$ cat src/rtl/lsq_controller.sv
// Load/store queue controller: in-order FIFO of committed loads/stores issued one at a time over a req/ack port.
// Define LSQ_REG_LOAD_DATA_EN to register load writeback in a dedicated WB state.
`ifndef RV_XLEN
`define RV_XLEN 32
`endif

module lsq_controller #(
    parameter int DEPTH = 4
) (
    input  logic                clk_i,
    input  logic                resetb_i,
    input  logic                clk_en_i,
    input  logic                lq_wr_i,
    input  logic                sq_wr_i,
    input  logic [2:0]          funct3_i,
    input  logic [4:0]          regd_addr_i,
    input  logic [`RV_XLEN-1:0] regs2_data_i,
    input  logic [`RV_XLEN-1:0] addr_i,
    output logic                full_o,
    output logic                empty_o,
    output logic                dmem_req_o,
    output logic                dmem_we_o,
    output logic [`RV_XLEN-1:0] dmem_addr_o,
    output logic [3:0]          dmem_be_o,
    output logic [`RV_XLEN-1:0] dmem_wdata_o,
    input  logic                dmem_ack_i,
    input  logic [`RV_XLEN-1:0] dmem_rdata_i,
    output logic                regd_wr_o,
    output logic [4:0]          regd_addr_o,
    output logic [`RV_XLEN-1:0] regd_data_o
);
    localparam int XLEN = `RV_XLEN;
    localparam int PW   = $clog2(DEPTH);

    typedef struct packed {
        logic            is_store;
        logic [2:0]      funct3;
        logic [4:0]      regd;
        logic [XLEN-1:0] data;
        logic [XLEN-1:0] addr;
    } entry_t;

    typedef enum logic [1:0] {
        ST_IDLE,
`ifdef LSQ_REG_LOAD_DATA_EN
        ST_WB,
`endif
        ST_REQ
    } state_t;

    entry_t        slot_q [DEPTH];
    entry_t        slot_d;
    entry_t        head;
    state_t        state_q, state_d;
    logic [PW-1:0] wr_ptr_q, wr_ptr_d;
    logic [PW-1:0] rd_ptr_q, rd_ptr_d;
    logic [PW:0]   count_q, count_d;
    logic          push, pop;

    function automatic logic [3:0] byte_en(input logic [1:0] size, input logic [1:0] off);
        case (size)
            2'b00:   byte_en = 4'b0001 << off;
            2'b01:   byte_en = off[1] ? 4'b1100 : 4'b0011;
            default: byte_en = 4'b1111;
        endcase
    endfunction

    function automatic logic [XLEN-1:0] store_data(input logic [1:0] size, input logic [XLEN-1:0] data);
        case (size)
            2'b00:   store_data = {(XLEN/8){data[7:0]}};
            2'b01:   store_data = {(XLEN/16){data[15:0]}};
            default: store_data = data;
        endcase
    endfunction

    function automatic logic [XLEN-1:0] load_ext(input logic [2:0] f3, input logic [1:0] off,
                                                 input logic [XLEN-1:0] rdata);
        logic [XLEN-1:0] lane;
        lane = rdata >> {off, 3'b000};
        case (f3[1:0])
            2'b00:   load_ext = {{(XLEN-8){~f3[2] & lane[7]}}, lane[7:0]};
            2'b01:   load_ext = {{(XLEN-16){~f3[2] & lane[15]}}, lane[15:0]};
            default: load_ext = lane;
        endcase
    endfunction

    assign head   = slot_q[rd_ptr_q];
    assign push   = (lq_wr_i | sq_wr_i) & ~full_o;
    assign pop    = (state_q == ST_REQ) & dmem_ack_i;
    assign slot_d = '{is_store: sq_wr_i, funct3: funct3_i, regd: regd_addr_i,
                      data: regs2_data_i, addr: addr_i};

    assign full_o  = (count_q == (PW+1)'(DEPTH));
    assign empty_o = (count_q == '0) && (state_q == ST_IDLE);

    // Memory-side outputs are gated by req so nothing leaks from stale slots.
    assign dmem_req_o   = (state_q == ST_REQ);
    assign dmem_we_o    = dmem_req_o & head.is_store;
    assign dmem_addr_o  = dmem_req_o ? {head.addr[XLEN-1:2], 2'b00} : '0;
    assign dmem_be_o    = dmem_req_o ? byte_en(head.funct3[1:0], head.addr[1:0]) : '0;
    assign dmem_wdata_o = dmem_we_o ? store_data(head.funct3[1:0], head.data) : '0;

    // NOTE: combinational blocks use blocking '=' and assign every output a default first, so no latch is inferred.
    always_comb begin
        state_d  = state_q;
        wr_ptr_d = wr_ptr_q;
        rd_ptr_d = rd_ptr_q;
        count_d  = count_q;
        if (clk_en_i) begin
            if (push) wr_ptr_d = wr_ptr_q + 1'b1;
            if (pop)  rd_ptr_d = rd_ptr_q + 1'b1;
            case ({push, pop})
                2'b10:   count_d = count_q + 1'b1;
                2'b01:   count_d = count_q - 1'b1;
                default: count_d = count_q;
            endcase
            case (state_q)
                ST_IDLE: if (count_q != '0) state_d = ST_REQ;
                ST_REQ: begin
                    if (pop) begin
                        state_d = (count_d != '0) ? ST_REQ : ST_IDLE;
`ifdef LSQ_REG_LOAD_DATA_EN
                        if (!head.is_store) state_d = ST_WB;
`endif
                    end
                end
`ifdef LSQ_REG_LOAD_DATA_EN
                ST_WB:   state_d = (count_d != '0) ? ST_REQ : ST_IDLE;
`endif
                default: state_d = ST_IDLE;
            endcase
        end
    end

    // NOTE: sequential state uses non-blocking '<=' so every flop samples the pre-edge values.
    always_ff @(posedge clk_i or negedge resetb_i) begin
        if (!resetb_i) begin
            state_q  <= ST_IDLE;
            wr_ptr_q <= '0;
            rd_ptr_q <= '0;
            count_q  <= '0;
        end else begin
            state_q  <= state_d;
            wr_ptr_q <= wr_ptr_d;
            rd_ptr_q <= rd_ptr_d;
            count_q  <= count_d;
        end
    end

    // NOTE: slot storage is not reset; validity comes only from the pointers and count.
    always_ff @(posedge clk_i) begin
        if (clk_en_i && push) slot_q[wr_ptr_q] <= slot_d;
    end

`ifdef LSQ_REG_LOAD_DATA_EN
    logic [4:0]      regd_addr_q, regd_addr_d;
    logic [XLEN-1:0] regd_data_q, regd_data_d;

    always_comb begin
        regd_addr_d = regd_addr_q;
        regd_data_d = regd_data_q;
        if (clk_en_i && pop && !head.is_store) begin
            regd_addr_d = head.regd;
            regd_data_d = load_ext(head.funct3, head.addr[1:0], dmem_rdata_i);
        end
    end

    always_ff @(posedge clk_i or negedge resetb_i) begin
        if (!resetb_i) begin
            regd_addr_q <= '0;
            regd_data_q <= '0;
        end else begin
            regd_addr_q <= regd_addr_d;
            regd_data_q <= regd_data_d;
        end
    end

    assign regd_wr_o   = (state_q == ST_WB);
    assign regd_addr_o = regd_addr_q;
    assign regd_data_o = regd_data_q;
`else
    assign regd_wr_o   = dmem_req_o & dmem_ack_i & ~dmem_we_o;
    assign regd_addr_o = regd_wr_o ? head.regd : '0;
    assign regd_data_o = regd_wr_o ? load_ext(head.funct3, head.addr[1:0], dmem_rdata_i) : '0;
`endif

endmodule

$ cat config.mk
export PLATFORM = sky130hd
export DESIGN_NAME = lsq_controller
export DESIGN_NICKNAME = d
export VERILOG_FILES = /design/src/rtl/lsq_controller.sv
export SDC_FILE = /design/constraint.sdc
export NUM_CORES = 1
export LEC_CHECK = 0
export CORE_ASPECT_RATIO = 1.4
export CORE_MARGIN = 2
export CORE_UTILIZATION = 53
export DETAILED_ROUTE_END_ITERATION = 6
export HOLD_SLACK_MARGIN = 0.15
export PLACE_DENSITY = 0.8
export SYNTH_ARGS = -nofsm -noshare
export SYNTH_HDL_FRONTEND = slang
export SYNTH_SLANG_ARGS = --single-unit
$ cat constraint.sdc
create_clock -name clk_i -period 4 [get_ports clk_i]
set_input_delay 0.6 -clock clk_i [delete_from_list [all_inputs] [get_ports clk_i]]
set_output_delay 0.6 -clock clk_i [all_outputs]
set_load 0.01 [all_outputs]
# Word-level counts from Yosys, hierarchy flattened
# Memory sizes are Yosys's and may differ from the RTL's.
# Cells that the tools add are included.
# totals
out_inout_bits	110
latch_bits	0
inputBits	110
word_cells	55
ramBits	292
ff_bits	9
rom_bits	0
memories	1
# mem_list
name	depth	word_bits	rd	rd_ports_with_merged_regs	wr	line_no	rtl
slot_q	4	73	1	0	1	51	entry_t slot_q [DEPTH];
# op_classes
n_reduce_logical	10
n_mul	0
bitwise_logic	10
n_mux	17
div_mod_pow	0
add_sub_neg	4
shifts	2
order_cmp	0
eq_ne	7
# ops
op	count
$pmux W32 S2	2
$mux W32	3
$shr A32 B5 Y32	1
$mux W4	2
$pmux W4 S2	1
$and A1 B1 Y1	6
$eq A2 B1 Y1 const B	3
$pmux W3 S2	1
$reduce_bool A3 Y1	2
$mux W5	1
$add A2 B1 Y2 const B	2
$logic_not A2 Y1	2
$mux W2	2
$ne A2 B1 Y1 const B	2
$pmux W2 S2	1
$reduce_and A2 Y1	2
$shl A1 B2 Y4 const A	1
$add A3 B1 Y3 const B	1
$eq A3 B3 Y1 const B	1
$logic_not A3 Y1	1
$mux W1	3
$mux W3	1
$not A1 Y1	3
$reduce_and A3 Y1	1
4 further kinds	5

# Longest topological paths before layout
# logic_depth
ltp_word	10
mapped_depth	11
depth_no_buf	11

# Worst setup path before layout
# OpenSTA, ideal clock, no wires.
# synth_path
kind	flip-flop to flip-flop
from	register count_q[0]
to	memory slot_q[0][0] (netlist bit), enable pin
setup_ns	0.439
synth_period_minus_slack_ns	3.276
stages_incl_launch_ff	6
required_time_ns	3.561
path_slack_ns	0.724
path_buffers	0
arrival_ns	2.837
cell_sequence	dfrtp_1 nor2_1 and2_1 o21bai_1 nor2_1 and2_1
# synth_between
elab_chain_len	6
# synth_rtl
element	line_no	rtl
start: declaration	57	logic [PW:0] count_q, count_d;
start signal: assignment	146	count_q <= count_d;
$eq A3 B3 Y1	93	assign full_o = (count_q == (PW+1)'(DEPTH));
named net full_o	19	output logic full_o,
$not A1 Y1	88	assign push = (lq_wr_i | sq_wr_i) & ~full_o;
$and A1 B1 Y1	88	
$logic_and A1 B1 Y1	152	if (clk_en_i && push) slot_q[wr_ptr_q] <= slot_d;
$mux W1	152	
$mux W1 (implied by the code)	152	
end: declaration	51	
# The timed path passes the listed nets, and every way through them passes these cells.

# Worst setup path in the final report
# layout_path
from	register rd_ptr_q[0]
to	output port regd_data_o[20]
# layout_between
elab_chain_len	5
elab_cells_between_ends	12
classes_between	eq/ne: 1; shift: 1; mux: 2; bitwise: 6; reduce/logical: 1; memory: 1
# layout_rtl
element	line_no	rtl
start: declaration	56	logic [PW-1:0] rd_ptr_q, rd_ptr_d;
start signal: assignment	145	rd_ptr_q <= rd_ptr_d;
$mem_v2 Z4 W73 (*)	-	
$shr A32 B5 Y32 (tied with other cells)	79	lane = rdata >> {off, 3'b000};
$and A1 B1 Y1 (tied with other cells)	82	2'b01: load_ext = {{(XLEN-16){~f3[2] & lane[15]}}, lane[15:0]};
$pmux W32 S2 or $and A1 B1 Y1 (tied branches)	80, 182	
$mux W32 (*)	184	assign regd_data_o = regd_wr_o ? load_ext(head.funct3, head.addr[1:0], dmem_rdata_i) : '0;
end: declaration	30	output logic [`RV_XLEN-1:0] regd_data_o
# Every way passes the cells marked *; elsewhere a longest branch is shown, timed or not.

==> impl_summary.txt <==
----------------------------------------------------
[Outcome]
  Outcome ... complete, no violations

[Cells and area]
  Most common library cell in the layout ignoring fill and taps ... sky130_fd_sc_hd__edfxtp_1
  Most frequent cells in the layout ... 292 x sky130_fd_sc_hd__edfxtp_1, 217 x sky130_fd_sc_hd__clkdlybuf4s50_1, 74 x sky130_fd_sc_hd__mux4_2
  Layout area overhead ... 27.3%
  Number of antenna repair diodes ... 0
  Share of final-layout standard cells stronger than drive strength 1 ... 0.159
  Fin cells ... 1279
  Post-layout nets ... 1068

[Setup path]
  Logic depth of the worst register-to-register path ... 6
  Required time at the worst-slack endpoint ... 3.40 ns
  Critical path class ... reg2out
  Critical Path Start Type ... flop
  Crit path capture type ... primary output
  Arrival @ worst endpoint ... 3.25 ns
  Largest fanout of any net on the critical path ... 20

[Synth]
  Part of the Yosys area used for sequential elements ... 0.708
  Synth Register Bits ... 300
  Adder and majority cell fraction of the synthesized area ... 0.00652
  Xor/xnor cell area share of the yosys netlist ... 0.00484
  Compound-Gate Fraction of Synth Area ... 0.0366
  FFs w/ async S/R, synth ... 0.0267
  Cells after Synth ... 721
  Multiplexer fraction of the synthesized cell area ... 0.157
  Ys flop type ... sky130_fd_sc_hd__edfxtp_1
  Yosys cell types ... 38
  Number of flops mapped to enable cells by yosys ... 292
  Cell area after synthesis ... 0.0127 mm2
  Number of warnings issued by yosys ... 0
  Dominant combinational cell family by area after synthesis ... multiplexers
  Share of synthesized cell area in and, or, nand and nor gates ... 0.0644
  Mean instance size in the synthesized netlist ... 17.6 um2

[Routing]
  Via count ... 7309
  Drt via density ... 5.71
  Routed wire length ... 27.9 mm
  Wire length on met2 ... 14.8 mm
  Wire length on met3 ... 2.01 mm
  Post-detailed-route count of antenna-violating nets ... 0
  First-pass detailed-route iteration total ... 5
  Highest layer used for signal routing ... met5
  Number of design-rule violations left by the first detailed-router iteration ... 476
  DRC violations left ... 0
  Sum of routed wire segments on met1 ... 10.4 mm
  Routed wire per std cell ... 21.8 um

[Pwr]
  LEAKAGE ... 5.45 nW
  Net switching share of the total power ... 0.330
  Int Power ... 7.84 mW
  Gate power share ... 0.437
  Proportion of power drawn by the clock network ... 0.204
  Overall power consumption ... 11.7 mW
  Ratio of total power to cell area ... 726 mW/mm2
  Peak supply drop ... 0.000542 V
  Proportion of power drawn by flip-flops and latches ... 0.358
  Switching power ... 3.86 mW

[Clocking]
  Total CTS buffers ... 27
  Worst-Skew Late Latency ... 0.54 ns
  TritonCTS sink count ... 300
  CTS tree ... done
  Maximum buffer depth of the clock tree ... 3
  CTS root buffer ... sky130_fd_sc_hd__clkbuf_16
  Worst-path clk slew ... 0.07 ns
  H-tree depth reported by CTS ... 1
  Hold Buf Count CTS ... 0

[Placed design]
  Final weighted congestion of routability-driven global placement ... 0.870
  Count of placed standard cells including taps ... 1227
  HPWL after DPL ... 18.4 mm
  Port Buffer Count ... 217

[Floorplanning]
  Die Ht ... 187 um
  Die Area ... 0.0252 mm2
  Horiz. Die Dim ... 135 um
  Count of pins on the block boundary ... 220
  Initial core utilization ... 0.542
  Core Region ... 0.0234 mm2
  Floorplan row count ... 66

[Timing]
  Final count of hold timing violations ... 0
  Final Skew ... 0.0267 ns
  Final Max Slew Viols ... 0
  Achievable Freq ... 259 MHz
  Final worst path period need ... 3.85 ns
  Final setup fails ... 0
  Slew of the pin with the lowest slew margin ... 0.696 ns
  Max-slew headroom ... 0.536
  Final period util ... 0.964
  Worst hold slack ... 0.363 ns
  Setup TNS ... 0 ns

[GRT]
  Overflow left after global routing ... 0
  Total routing resource utilization after global routing ... 0.221
  Largest net degree at the start of global routing ... 36
  Wire length of the first global-routing pass ... 42.5 mm
  Via count of the first global-routing pass ... 7653
  Initial antenna violation count ... 2

[Hold path]
  Class of the tightest hold or removal check ... in2async

[Job]
  Max capacitance violation total ... 0

----------------------------------------------------
cells in the mapped netlist, types with 2 or more instances:
cell type	instances	area, um2
sky130_fd_sc_hd__o21ai_0	4	20.0
sky130_fd_sc_hd__o21a_1	2	15.0
sky130_fd_sc_hd__nand2_1	54	203
sky130_fd_sc_hd__mux2i_1	26	260
sky130_fd_sc_hd__nand3_1	2	10.0
sky130_fd_sc_hd__inv_1	17	63.8
sky130_fd_sc_hd__clkbuf_1	19	71.3
sky130_fd_sc_hd__nor2_1	49	184
sky130_fd_sc_hd__buf_4	2	15.0
sky130_fd_sc_hd__a21oi_1	27	135
sky130_fd_sc_hd__edfxtp_1	292	8770
sky130_fd_sc_hd__and2_1	43	269
sky130_fd_sc_hd__and3_1	8	50.1
sky130_fd_sc_hd__a21boi_0	2	15.0
sky130_fd_sc_hd__nor2b_1	8	50.1
sky130_fd_sc_hd__o22ai_1	8	50.1
sky130_fd_sc_hd__buf_6	4	45.0
sky130_fd_sc_hd__mux2_2	2	22.5
sky130_fd_sc_hd__xor2_1	3	26.3
sky130_fd_sc_hd__nand2b_1	6	37.5
sky130_fd_sc_hd__buf_2	15	75.1
sky130_fd_sc_hd__a211oi_1	22	165
sky130_fd_sc_hd__mux4_2	74	1670
sky130_fd_sc_hd__dfrtp_1	8	200
sky130_fd_sc_hd__ha_1	5	62.6
sky130_fd_sc_hd__o31ai_1	2	15.0
sky130_fd_sc_hd__buf_1	3	11.3
sky130_fd_sc_hd__xnor2_1	4	35.0
cell type report:
cell class / count / area, um2
Tap cell: 306 / 383
Fill cell: 1569 / 7250
Inverter: 18 / 67.6
Multi-Input combinational cell: 362 / 3460
Clock inverter: 18 / 123
Sequential cell: 300 / 8980
Clock buffer: 32 / 694
Timing Repair Buffer: 243 / 2420
flip-flops by register name, summed over array words and instances, names as in the netlist:
signal / flops
wr_ptr_q: 2
rd_ptr_q: 2
state_q: 1
count_q: 3
slot_q: 292
kinds of logic after synthesis:
kind of cell,count (synthesis)
xor+xnor,7
mux,104
simple gates,172
fa+ha+maj,6
other cells,1
compound gates,70
buf+inv,61
flops,300
path summary, 6_finish.rpt:
path,startpoint,slack (ns),endpoint
setup / recovery,rd_ptr_q[0],0.15,regd_data_o[20]
hold / removal,resetb_i,0.36,count_q[2]
setup reg to reg,count_q[0],1.41,slot_q[1][33]
hold reg to reg,count_q[2],0.57,count_q[2]
max in group asynchronous,resetb_i,3.33,rd_ptr_q[1]
min in group clk_i,count_q[2],0.57,count_q[2]
metrics by stage:
| stage | util | setup WS, ns | instance area [um2] |
|---|---|---|---|
| after floorplan | - | 0.724 | 12700 |
| after global placement | 0.653 | 0.671 | 15300 |
| after detailed placement | 0.653 | 0.638 | 15300 |
| after CTS | 0.688 | 0.0636 | 16100 |
| after global routing | 0.690 | -0.00293 | 16100 |
| final | 0.690 | 0.146 | 16100 |
critical path, cell delays in order, from the launching register on:
cell,delay [ns]
sky130_fd_sc_hd__dfrtp_4,0.56
sky130_fd_sc_hd__mux4_2,0.76
sky130_fd_sc_hd__o221ai_2,0.38
sky130_fd_sc_hd__o2111ai_2,0.30
sky130_fd_sc_hd__nor2_1,0.18
sky130_fd_sc_hd__clkdlybuf4s50_1,0.56
power groups by stage:
| stage | clock (mW) | combinational, mW | sequential (mW) |
|---|---|---|---|
| global route | 2.58 | 5.50 | 4.24 |
| detailed placement | 0 | 5.10 | 4.26 |
| floorplan | 0 | 3.08 | 4.18 |
| finish | 2.39 | 5.12 | 4.20 |
| CTS | 2.45 | 5.13 | 4.20 |
| global placement | 0 | 5.06 | 4.23 |
repair_timing:
item	in CTS	in global routing
setup buffers	0	1
setup endpoints to repair	0	23
gates resized for setup	0	4
routing by layer:
| metal | vias to the layer above | global-route usage |
|---|---|---|
| met5 | - | 0 |
| met4 | 2 | 0.0660 |
| met3 | 50 | 0.0444 |
| met2 | 299 | 0.400 |
| met1 | 3674 | 0.267 |
| li1 | 3284 | - |
Power figures use the tool's default switching activity.
